--- src/rtl/univ_shift_reg_pkg.sv ---
// Shared MODE encoding for the universal shift/count register family.
package univ_shift_reg_pkg;

  localparam int MODE_W = 3;

  localparam logic [MODE_W-1:0] MODE_HOLD = 3'd0;
  localparam logic [MODE_W-1:0] MODE_SHR  = 3'd1;
  localparam logic [MODE_W-1:0] MODE_SHL  = 3'd2;
  localparam logic [MODE_W-1:0] MODE_LOAD = 3'd3;
  localparam logic [MODE_W-1:0] MODE_ROR  = 3'd4;
  localparam logic [MODE_W-1:0] MODE_ROL  = 3'd5;
  localparam logic [MODE_W-1:0] MODE_UP   = 3'd6;
  localparam logic [MODE_W-1:0] MODE_DN   = 3'd7;

endpackage

--- src/rtl/usr_next_val.sv ---
// Combinational next-state for univ_shift_reg_pc; counting modes exist only
// when UNIV_SHIFT_REG_COUNT_EN is defined, otherwise they hold.
module usr_next_val
  import univ_shift_reg_pkg::*;
#(
  parameter int WIDTH = 8
) (
  input  logic [WIDTH-1:0]  q,
  input  logic [MODE_W-1:0] mode,
  input  logic              sin_r,
  input  logic              sin_l,
  input  logic [WIDTH-1:0]  d,
  output logic [WIDTH-1:0]  q_next
);

`ifdef UNIV_SHIFT_REG_COUNT_EN
  localparam logic [WIDTH-1:0] ONE = WIDTH'(1);
`endif

  always_comb begin
    // NOTE: default assignment first so every path drives q_next (no latch).
    q_next = q;
    case (mode)
      MODE_SHR:  q_next = {sin_r, q[WIDTH-1:1]};
      MODE_SHL:  q_next = {q[WIDTH-2:0], sin_l};
      MODE_LOAD: q_next = d;
      MODE_ROR:  q_next = {q[0], q[WIDTH-1:1]};
      MODE_ROL:  q_next = {q[WIDTH-2:0], q[WIDTH-1]};
`ifdef UNIV_SHIFT_REG_COUNT_EN
      // Carry/borrow dropped: count wraps silently modulo 2^WIDTH.
      MODE_UP:   q_next = q + ONE;
      MODE_DN:   q_next = q - ONE;
`endif
      default:   q_next = q;
    endcase
  end

endmodule

--- src/rtl/univ_shift_reg_pc.sv ---
// Universal register with async master clear, sync preset/clear, shift,
// rotate, load and (with UNIV_SHIFT_REG_COUNT_EN) up/down count with TC.
module univ_shift_reg_pc
  import univ_shift_reg_pkg::*;
#(
  parameter int               WIDTH      = 8,
  parameter logic [WIDTH-1:0] PRESET_VAL = '1
) (
  input  logic              clk,
  input  logic              CLR_L,
  input  logic              PR_L,
  input  logic              SCLR_L,
  input  logic              EN,
  input  logic [MODE_W-1:0] MODE,
  input  logic              SIN_R,
  input  logic              SIN_L,
  input  logic [WIDTH-1:0]  D,
  output logic [WIDTH-1:0]  Q,
  output logic              SOUT_R,
  output logic              SOUT_L,
  output logic              TC
);

  logic [WIDTH-1:0] q_r;
  logic [WIDTH-1:0] q_next;

  usr_next_val #(.WIDTH(WIDTH)) u_next (
    .q      (q_r),
    .mode   (MODE),
    .sin_r  (SIN_R),
    .sin_l  (SIN_L),
    .d      (D),
    .q_next (q_next)
  );

  // Preset beats clear, both beat the enable; MODE_HOLD falls out of q_next.
  always_ff @(posedge clk or negedge CLR_L) begin
    // NOTE: non-blocking assignments for all sequential state.
    if (!CLR_L)       q_r <= '0;
    else if (!PR_L)   q_r <= PRESET_VAL;
    else if (!SCLR_L) q_r <= '0;
    else if (EN)      q_r <= q_next;
  end

  assign Q      = q_r;
  assign SOUT_R = q_r[0];
  assign SOUT_L = q_r[WIDTH-1];

`ifdef UNIV_SHIFT_REG_COUNT_EN
  // Flags the edge on which the count will wrap; ignores PR_L/SCLR_L.
  assign TC = EN && (((MODE == MODE_UP) && (&q_r)) ||
                     ((MODE == MODE_DN) && (q_r == '0)));
`else
  assign TC = 1'b0;
`endif

endmodule
--- config.mk ---
export PLATFORM = sky130hd
export DESIGN_NAME = univ_shift_reg_pc
export DESIGN_NICKNAME = d
export VERILOG_FILES = /design/src/rtl/univ_shift_reg_pkg.sv /design/src/rtl/usr_next_val.sv /design/src/rtl/univ_shift_reg_pc.sv
export SDC_FILE = /design/constraint.sdc
export NUM_CORES = 1
export LEC_CHECK = 0
export BUFFER_PORTS_ARGS = -buffer_cell sky130_fd_sc_hd__clkbuf_2
export CORE_MARGIN = 2
export CORE_UTILIZATION = 30
export DETAILED_ROUTE_END_ITERATION = 6
export GPL_ROUTABILITY_DRIVEN = 0
export HOLD_SLACK_MARGIN = 0.06
export MAX_ROUTING_LAYER = met4
export PLACE_DENSITY = 0.53
export SKIP_LAST_GASP = 1
export SYNTH_ARGS = -nofsm -noshare
export SYNTH_HDL_FRONTEND = slang
export SYNTH_SLANG_ARGS = --single-unit
export TNS_END_PERCENT = 50
--- constraint.sdc ---
create_clock -name clk -period 2.18 [get_ports clk]
set_input_delay 0.436 -clock clk [delete_from_list [all_inputs] [get_ports clk]]
set_output_delay 0.436 -clock clk [all_outputs]
set_load 0.01 [all_outputs]
======== Word level (Yosys, flattened, before mapping) ========
Index checks and enable logic that the tools add are counted.
storage, ports and cells
  flip-flop bits (word level) ............. 8
  output and inout port bits .............. 11
  bits of input ports ..................... 18
  word-level logic and storage cells ...... 13
operators by class
  mux-type cells .......................... 4
  eq/ne operators ......................... 7
  reduce and logical (&&, ||, !) cells .... 1
operators by type and width
  operator                                                               count
  8-bit one-hot mux with 5 select lines                                  1
  8-bit two-way mux                                                      3
  7-bit by 2-bit != test with 1-bit output, second input constant        1
  3-bit by 2-bit equality test with 1-bit output, second input constant  2
  3-bit equality test, second input constant                             2
  3-bit by 1-bit equality test with 1-bit output, second input constant  1
  3-bit != test, second input constant                                   1
  2-bit AND reduction                                                    1

======== Logic depth before layout (Yosys ltp) ========
  depth after elaboration ................. 5
  gate-level depth with buffers ........... 6
  mapped depth without buffers ............ 4

======== Modules after synthesis ========
From an unflattened synthesis, not the netlist that was laid out.
second synthesis, totals
  cell total of the unflattened synthesis .. 106
  area, all modules ....................... 909.6 um^2
modules (own cells, without submodules)
  module             seq. area each (um^2)  instances  area each (um^2)  cells an instance
  usr_next_val       0.0                    1          548.0             76
  univ_shift_reg_pc  200.2                  1          361.6             30

======== Least setup slack after synthesis ========
Ideal clock, no wire load.
  path type ............................... input to register
  start ................................... input MODE[0]
  end ..................................... register q_r[7], in the netlist Q[7]
  data required time ...................... 2.038 ns
  stages on the path ...................... 5
  setup time .............................. 0.142 ns
  arrival ................................. 1.304 ns
  path slack .............................. 0.734 ns
  path through ............................ buf_6 -> mux2_4 -> mux2_2 -> a21oi_2 -> o211ai_1
between the ends
  cells in the longest elaborated chain, start to end .. 5
RTL lines
  element                                            line                     text
  from (decl)                                        univ_shift_reg_pc.sv:14  input logic [MODE_W-1:0] MODE,
  3-bit equality test, or another cell as far along  usr_next_val.sv:23       case (mode)
  8-bit one-hot mux with 5 select lines              usr_next_val.sv:23
  8-bit two-way mux                                  univ_shift_reg_pc.sv:42  else if (EN) q_r <= q_next;
  8-bit two-way mux                                  univ_shift_reg_pc.sv:41  else if (!SCLR_L) q_r <= '0;
  8-bit two-way mux                                  univ_shift_reg_pc.sv:40  else if (!PR_L) q_r <= PRESET_VAL;
  to (signal assigned)                               univ_shift_reg_pc.sv:42
  to (decl)                                          univ_shift_reg_pc.sv:24  logic [WIDTH-1:0] q_r;
Several ways; a longest one is shown, not always the timed one. The select of a mux whose other input is x is not followed.
A chain may end at the register's enable or synchronous reset.

======== Worst setup path after layout ========
  start ................................... input MODE[1]
  end ..................................... register q_r[2], in the netlist Q[2]
The elaborated chain is that of the path after synthesis.

==> results_dict.tcl <==
set metrics [dict create \
    fmax_mhz 700 \
    p_leak_uw 0.000401 \
    syn_avg_cell_area_sq_um 8.22 \
    cts_tree "done" \
    crit_fanout 14 \
    fin_nets 134 \
    io_buffers 27 \
    cp.arrival_ps 1550 \
    cts_root_buf "clkbuf_4" \
    grt_overflow 0 \
    worst-setup-path-type "input pin to flip-flop" \
    drt-wirelength-per-cell_microns 14.7 \
    via_per_inst 5.10 \
    tns_ps 0 \
    grt_usage_pct 17.0 \
    n_antenna_cell 0 \
    end_kind "flip-flop" \
    synth_seq_cells 8 \
    drt_iter0_drc 13 \
    area_growth_pct 21.1 \
    outcome "completed" \
    numClockSinks 8 \
    synth-seq-area-share_pct 26.8 \
    synth_area_sq_um 748 \
    synth_cell_types 27 \
    antenna_found_initial 0 \
    clk_latency_ps 260 \
    hold_path.class "input pin to flip-flop" \
    drc 0 \
    grt_pass1_wl_microns 3310 \
    core-area_sq_um 2410 \
    net-switching-power_uw 162 \
    slew_violations 0 \
    ctsLongestPathBuffers 2 \
    die_width_microns 53.9 \
    initial_core_util_pct 31.0 \
    vias 734 \
    cp_data_required_time_ps 2300 \
    cts_resized 0 \
    ir_drop_mv 0.295 \
    cts_buffers 3 \
    syn_nets 109 \
    pwr-share-clk_pct 26.9 \
    ant_nets 0 \
    grt_setup_unrepaired "no" \
    first_pass_iters 4 \
    hpwl_microns 1510 \
    grt_max_degree 17 \
    drive_above_1_share_pct 32.5 \
    p_comb_share_pct 32.5 \
    htreeDepth 1 \
    swShare_pct 35.5 \
    p_total_uw 457 \
    wl_microns 2110 \
    die_area_sq_um 2910 \
    yosysTopAreaCell "dfrtp_1" \
    largest_register_ffs 8 \
    skew_ps 6.70 \
    die_h_microns 53.9 \
    ff2ff_setup_slack_ps 810 \
    seqPwrFrac_pct 40.5 \
    power.internal_uw 294 \
    grt_pass1_vias 682 \
    synth_top_area_share_pct 26.8 \
    finalHoldViolations 0 \
    fin_crit_sh_pct 65.5 \
    yosys-top-cells-area "dfrtp_1 (27%), mux2i_1 (9.4%), o211ai_1 (8.0%), a311oi_1 (7.0%), nand2b_1 (6.7%)" \
    maxCapViolCount 0 \
    yosys_warnings 0 \
    cp-start-kind "input pin" \
    power_density_nw_per_um2 504 \
    finalSetupViolations 0 \
    syn_inst 91 \
    cts.clk_slew.worst_paths_ps 70 \
    rows 18 \
    period_needed_ps 1430 \
    io_pins 29 \
]
## worst max-delay path, stage by stage
cell      delay (ps)
clkbuf_2         200
or3_4            430
nand4_1          330
o211ai_1         150
## metal layers
metal	global-route usage (%)	vias to the layer above	wire (microns)
li1	-	376	-
met1	22.6	343	1080
met4	11.1	0	18
met2	23.2	13	933
met5	-	-	0
met3	3.33	2	77
## final timing paths
| check | start | to | depth (start not counted) |
|---|---|---|---|
| hold reg to reg | Q[1] | Q[1] | 2 |
| min in group asynchronous | CLR_L | Q[5] | 2 |
| setup / recovery | MODE[1] | Q[2] | 4 |
| max in group asynchronous | CLR_L | Q[1] | 2 |
| setup reg to reg | Q[0] | Q[7] | 4 |
| hold / removal | PR_L | Q[5] | 2 |
## stage by stage
step | utilization (%) | instances | setup slack, ps | hold WS, ps | area (sq um)
after floorplan | - | 91 | 734 | 140 | 748
after global placement | 36.2 | 140 | 512 | 303 | 873
after detailed placement | 36.2 | 140 | 464 | 306 | 873
after CTS | 37.6 | 144 | 733 | 484 | 906
after global routing | 37.6 | 144 | 661 | 508 | 906
final | 37.6 | 144 | 751 | 487 | 906
## layout by cell type (no fill, tap or decap), types with 3 or more instances in the layout
master and instances:
nand3_1 6, nand2_1 9, a21oi_1 6, clkbuf_2 27, nand2b_1 8, nor2_1 7
dfrtp_1 8, clkbuf_4 3, inv_1 3, a311oi_1 6, o211ai_1 8, mux2i_1 7
## power by group through the flow
stage                     Combinational (uW)  Sequential, uW  Clock, uW
after detailed placement                 148             188          0
after global placement                   145             188          0
after floorplan                         97.7             187          0
after global routing                     166             189        128
after CTS                                150             186        123
final                                    149             185        123
## final cells by class
cell class	count	area, sq um
Multi-Input combinational cell	70	474
Sequential cell	8	200
Clock buffer	3	22.5
Tap cell	30	37.5
Timing Repair Buffer	30	160
Inverter	3	11.3
Fill cell	257	1500
## Yosys cell counts, drive strengths merged
| cell | count |
|---|---|
| a211oi | 1 |
| a21oi | 7 |
| a221oi | 1 |
| a311oi | 6 |
| a31oi | 1 |
| buf | 10 |
| conb | 1 |
| dfrtp | 8 |
| inv | 3 |
| mux2 | 2 |
| mux2i | 7 |
| nand2 | 9 |
| nand2b | 8 |
| nand3 | 6 |
| nand3b | 1 |
| nand4 | 1 |
| nor2 | 7 |
| nor3b | 1 |
| o211ai | 8 |
| o21a | 1 |
| o21ai | 1 |
| or3 | 1 |
## what timing repair did
action                    CTS  global route
hold buffers                1             0
buffers inserted            0             0
hold endpoints to repair    8             0
## kinds of logic after synthesis
kind of cell / count (synthesis) / share of synthesized area [%]
AOI/OAI and AO/OA: 26 / 26.9
buffers and inverters: 13 / 9.86
DFF: 8 / 26.8
muxes: 9 / 12.9
other: 1 / 0.501
and+or+nand+nor: 34 / 23.1
(Power assumes the default switching activity.)
